File: config.mk
export PLATFORM = sky130hd
export DESIGN_NAME = picture_reader
export DESIGN_NICKNAME = d
export VERILOG_FILES = /design/src/rtl/picture_reader.sv
export SDC_FILE = /design/constraint.sdc
export NUM_CORES = 1
export LEC_CHECK = 0
export BUFFER_PORTS_ARGS = -buffer_cell sky130_fd_sc_hd__clkbuf_2
export CORE_ASPECT_RATIO = 0.6
export CORE_MARGIN = 5
export CORE_UTILIZATION = 53
export CTS_BUF_LIST = sky130_fd_sc_hd__clkbuf_16
export CTS_CLUSTER_SIZE = 8
export DETAILED_ROUTE_END_ITERATION = 8
export GPL_TIMING_DRIVEN = 0
export PLACE_DENSITY = 0.79
export SLEW_MARGIN = 20
export SYNTH_ARGS = -nofsm -noshare
export SYNTH_HDL_FRONTEND = slang
export SYNTH_SLANG_ARGS = --single-unit
export TNS_END_PERCENT = 20
File: constraint.sdc
create_clock -name clk -period 2.76 [get_ports clk]
set_input_delay 0.552 -clock clk [delete_from_list [all_inputs] [get_ports clk]]
set_output_delay 0.552 -clock clk [all_outputs]
set_load 0.005 [all_outputs]
File: src/rtl/picture_reader.sv
// VGA 640x480 frame reader: scans the image memory, forwards pixels through the
// processor core and re-aligns the returned colour with delayed sync signals.
`timescale 1ns/1ps
module picture_reader #(
    parameter int MEM_LAT  = 1,
    parameter int PROC_LAT = 1
) (
    input  logic        clk,
    input  logic        rst_n,
    input  logic [3:0]  mode_req,
    input  logic [11:0] mem_data,
    input  logic [11:0] ripe_color,
    output logic [18:0] picture_addr,
    output logic [11:0] raw_color,
    output logic [3:0]  state_info,
    output logic        hsync,
    output logic        vsync,
    output logic [11:0] vga_rgb,
    output logic        frame_start
);
    localparam int TOTAL = MEM_LAT + PROC_LAT + 2;

    localparam logic [9:0] H_LAST   = 10'd799;
    localparam logic [9:0] V_LAST   = 10'd524;
    localparam logic [9:0] H_ACTIVE = 10'd640;
    localparam logic [9:0] V_ACTIVE = 10'd480;
    localparam logic [9:0] HS_BEG   = 10'd656;
    localparam logic [9:0] HS_END   = 10'd751;
    localparam logic [9:0] VS_BEG   = 10'd490;
    localparam logic [9:0] VS_END   = 10'd491;

    logic [9:0]  h_cnt_q, h_cnt_d, v_cnt_q, v_cnt_d;
    logic [18:0] addr_cnt_q, addr_cnt_d;
    logic [3:0]  state_q, state_d;
    logic [11:0] raw_q, rgb_q;
    logic        fs_q;
    logic        h_wrap, f_wrap, active, hs_raw, vs_raw, mode_ok;
    logic [TOTAL:1] hs_pipe_q, vs_pipe_q, act_pipe_q;

    assign h_wrap  = (h_cnt_q == H_LAST);
    assign f_wrap  = h_wrap && (v_cnt_q == V_LAST);
    assign active  = (h_cnt_q < H_ACTIVE) && (v_cnt_q < V_ACTIVE);
    assign hs_raw  = !((h_cnt_q >= HS_BEG) && (h_cnt_q <= HS_END));
    assign vs_raw  = !((v_cnt_q >= VS_BEG) && (v_cnt_q <= VS_END));
    assign mode_ok = (mode_req >= 4'd1) && (mode_req <= 4'd6);

    // Linear address is tracked incrementally; it equals v*640+h in every active cycle.
    always_comb begin
        h_cnt_d    = h_wrap ? 10'd0 : h_cnt_q + 10'd1;
        v_cnt_d    = v_cnt_q;
        addr_cnt_d = addr_cnt_q;
        state_d    = state_q;
        if (h_wrap)
            v_cnt_d = (v_cnt_q == V_LAST) ? 10'd0 : v_cnt_q + 10'd1;
        if (f_wrap) begin
            addr_cnt_d = '0;
            state_d    = mode_ok ? mode_req : 4'd1;
        end else if (active) begin
            addr_cnt_d = addr_cnt_q + 19'd1;
        end
    end

    always_ff @(posedge clk or negedge rst_n) begin
        if (!rst_n) begin
            h_cnt_q    <= '0;
            v_cnt_q    <= '0;
            addr_cnt_q <= '0;
            state_q    <= 4'd1;
            raw_q      <= '0;
            rgb_q      <= '0;
            fs_q       <= 1'b0;
            hs_pipe_q  <= '1;
            vs_pipe_q  <= '1;
            act_pipe_q <= '0;
        end else begin
            h_cnt_q    <= h_cnt_d;
            v_cnt_q    <= v_cnt_d;
            addr_cnt_q <= addr_cnt_d;
            state_q    <= state_d;
            raw_q      <= mem_data;
            fs_q       <= f_wrap;
            hs_pipe_q  <= {hs_pipe_q[TOTAL-1:1], hs_raw};
            vs_pipe_q  <= {vs_pipe_q[TOTAL-1:1], vs_raw};
            act_pipe_q <= {act_pipe_q[TOTAL-1:1], active};
            // Gated by stage TOTAL-1 so the colour register lands with stage TOTAL syncs.
            rgb_q      <= act_pipe_q[TOTAL-1] ? ripe_color : 12'd0;
        end
    end

    assign picture_addr = active ? addr_cnt_q : 19'd0;
    assign raw_color    = raw_q;
    assign state_info   = state_q;
    assign hsync        = hs_pipe_q[TOTAL];
    assign vsync        = vs_pipe_q[TOTAL];
    assign vga_rgb      = rgb_q;
    assign frame_start  = fs_q;
endmodule

==> impl_results.rst <==
.. list-table::
   :header-rows: 1

   * - Metric
     - Value
   * - Status
     - finished, final reports clean
   * - Detailed-route vias per instance
     - 5.48
   * - Headroom to the max-slew limit
     - 59.8%
   * - Synth Flop Type
     - dfrtp_1
   * - Highest ir drop seen on vdd
     - 0.000298 V
   * - Fraction of the yosys area taken by sequential cells
     - 59.8%
   * - Overall power after layout
     - 2.36 mW
   * - Max FO, Critical Path
     - 10
   * - Vias in the first global route
     - 2490
   * - Overall overflow remaining after global route
     - 0
   * - Power density over cell area
     - 570 nW/um^2
   * - Count of inserted antenna diode cells
     - 0
   * - Net Count, Synth
     - 323
   * - Worst slack at placement
     - 0.288 ns
   * - M1 wire length
     - 3480 um
   * - Mean area per synthesized cell
     - 11.5 um^2
   * - Maximum number of pins on one net before global-route repair
     - 44
   * - Fraction of layout cells with a size suffix above 1
     - 31.5%
   * - Top routing layer in use
     - met4
   * - Adder and majority cell fraction of the synthesized area
     - 1.88%
   * - Yosys warning count
     - 0
   * - Number of different library cells in the post-synthesis netlist
     - 43
   * - Post-synth top cells
     - dfrtp_1 (70), and2_1 (30), nand3_1 (14), nor2_1 (14), o21ai_0 (13)
   * - Number of antenna violations at the first check in global routing
     - 0
   * - Number of search-and-repair iterations in the first detailed-routing pass
     - 4
   * - Startpoint types
     - register
   * - Max-Cap Viols
     - 0
   * - Transition time at the pin with the least slew margin
     - 0.598 ns
   * - Average routed wire per standard cell
     - 15.5 um
   * - Power share of the sequential group
     - 50.1%
   * - Std-Cell Rows
     - 22
   * - Fraction of power consumed by combinational cells
     - 3.2%
   * - HPWL Detailed
     - 5330 um
   * - Kind of path behind the tightest hold check
     - input port to async pin
   * - Clock share of power
     - 46.7%
   * - Count of buffers inserted at the top-level ports
     - 79
   * - Internal cell power
     - 1.83 mW
   * - Share of the synthesized area in compound gates (AO/OA/AOI/OAI)
     - 6.13%
   * - Number of slew-limit violations in the final report
     - 0
   * - Worst-case setup margin in the final layout
     - 0.142 ns
   * - Total core area
     - 6110 um^2
   * - Dominant combinational cell family by area after synthesis
     - simple AND/OR/NAND/NOR gates
   * - Met2 WL
     - 2960 um
   * - Number of top-level pins
     - 80
   * - Cts hold-fix bufs
     - 0
   * - Setup repair after global routing missed its margin
     - no
   * - Die Width
     - 112 um
   * - Clock root buffer
     - clkbuf_16
   * - Die Height
     - 71.4 um
   * - Number of buffers on the longest clock path
     - 2
   * - Worst Setup Path Type
     - register to output pin
   * - Count of state elements after synthesis
     - 79
   * - Setup crit end kind
     - output pin
   * - Wire length reported by the detailed router
     - 7240 um
   * - Initial DRC Count
     - 136
   * - Wire length of the first global-routing pass
     - 12200 um
   * - Fin crit period
     - 2.62 ns
   * - Fraction of registers with async set or reset after synthesis
     - 100%
   * - Synth Cell Area
     - 3330 um^2
   * - Final setup violating endpoints
     - 0
   * - Routability Congestion
     - 0.825
   * - Met3 WL
     - 690 um
   * - Starting Density
     - 54.4%
   * - Number of flops mapped to enable cells by yosys
     - 0
   * - Switching share of power
     - 22.4%
   * - Endpoints failing hold
     - 0
   * - Yosys top cell by area
     - dfrtp_1
   * - Growth of design area from synthesis to finish
     - 24.5%
   * - Largest clock skew in the final design
     - 0.00445 ns
   * - Data arrival time of the critical path
     - 2.07 ns
   * - Clock-pin slew of the registers on the worst-case setup and hold paths
     - 0.06 ns
   * - CTS Sinks
     - 79
   * - Simple-gate portion of the synthesized area
     - 22.5%
   * - Proportion of synthesized area in mux cells
     - 2.22%
   * - Total via count in the routed design
     - 2566
   * - CTS buffer count
     - 9
   * - Final-layout setup total negative slack
     - 0 ns
   * - ANT nets after route
     - 0
   * - Area contributors post-synth
     - dfrtp_1 (53%), dfstp_2 (7.1%), and2_1 (5.6%), xnor2_1 (3.2%), nand3_1 (2.1%)
   * - Most frequent cell after synthesis
     - dfrtp_1
   * - Post-Synth XOR/XNOR Area
     - 5.00%
   * - Required time of the critical path
     - 2.21 ns
   * - Nets
     - 414
   * - Fmax achieved
     - 382 MHz
   * - Reported net switching power
     - 529 uW
   * - Number of cells produced by synthesis
     - 288
   * - Area share of the leading cell type in the synthesized netlist
     - 52.7%
   * - GRT Resource Usage Total
     - 19.4%
   * - Clock network latency to the later pin of the worst-skew pair
     - 0.34 ns
   * - Full die area
     - 8010 um^2
   * - Setup Buffers After CTS
     - 0
   * - P_leak
     - 1.97 nW
   * - Post-detailed-route DRC marker count
     - 0
   * - Deepest level of the CTS H-tree
     - 3
   * - CTS tree
     - yes
   * - Period utilization
     - 94.8%
[metrics by stage]
step	hold slack, ns	instances	util [%]	area [um^2]
CTS	0.245	468	67.7	4140
finish	0.241	468	67.7	4140
detailed placement	0.336	452	63.0	3850
global placement	0.335	451	62.6	3830
global route	0.284	468	67.7	4140
floorplan	0.256	288	-	3330
[metal layers]
layer  GRT usage [%]  vias up
met5               0        -
met4            7.20        0
met3            6.58       10
met1            28.3     1250
met2            27.1      110
li1                -     1196
[logic make-up after synthesis]
family          count (synthesis)
flops                          79
simple gates                  124
buf+inv                        19
mux                             7
fa+ha+maj                       5
xor+xnor                       19
compound gates                 35
[worst paths after layout]
check	startpoint	endpoint	slack, ns	cells after the start
worst max register to register	h_cnt_q[5]	addr_cnt_q[10]	0.57	6
worst min register to register	hs_pipe_q[1]	hs_pipe_q[2]	0.36	0
min in group clk	mem_data[7]	raw_color[7]	0.32	1
max in group asynchronous	rst_n	hs_pipe_q[1]	1.87	2
worst max-delay path	v_cnt_q[5]	picture_addr[1]	0.14	6
worst min-delay path	rst_n	raw_color[9]	0.24	1
[cells in the final DEF, fill, tap and decap left out, types with 3 or more instances in the layout]
cell and n:
and4_1 4, buf_2 3, dfstp_2 9, dfrtp_1 70, a21oi_1 11, xnor2_1 12, mux2i_1 4, nand4_1 11
nand2_1 9, and3_1 7, inv_1 9, nand3_1 14, or3_1 9, clkinv_4 3, clkbuf_2 79, xor2_1 7
mux2_2 3, nor3_1 7, or4_1 3, ha_1 5, nor2_1 14, clkbuf_16 9, and2_1 30, clkbuf_1 5
o21ai_0 13
[critical path, stage by stage (launching register included)]
cell,delay [ns]
dfrtp_1,0.47
and4_1,0.19
clkbuf_1,0.20
nor3_2,0.31
buf_2,0.28
and2_1,0.17
clkbuf_2,0.11
[registers in the layout, indices dropped and copies added (netlist names)]
signal,flops
act_pipe_q,3
addr_cnt_q,19
frame_start,1
h_cnt_q,10
hs_pipe_q,4
raw_color,12
state_info,4
v_cnt_q,10
vga_rgb,12
vs_pipe_q,4
[area by class of cell]
| cell class | instances | area (um^2) |
|---|---|---|
| sequential | 79 | 1990 |
| fill | 491 | 1970 |
| multi-input combinational | 190 | 1260 |
| timing repair buffer | 80 | 418 |
| clock buffer | 9 | 225 |
| tap | 84 | 105 |
| clock inverter | 7 | 57.6 |
| buffer | 10 | 50.0 |
| inverter | 9 | 33.8 |
[power by group through the flow]
stage	registers, mW	clock network, mW	logic (mW)
floorplan	1.20	0	0.00789
global placement	1.20	0	0.0720
detailed placement	1.20	0	0.0781
CTS	1.18	1.13	0.0784
global route	1.18	1.18	0.0868
finish	1.18	1.10	0.0751
[repair_timing]
action | in CTS | in global routing
endpoints found under the setup margin | 18 | 9
pin swaps | 0 | 0
resized for setup | 2 | 3
No activity file was read; power rests on OpenSTA's default activity.
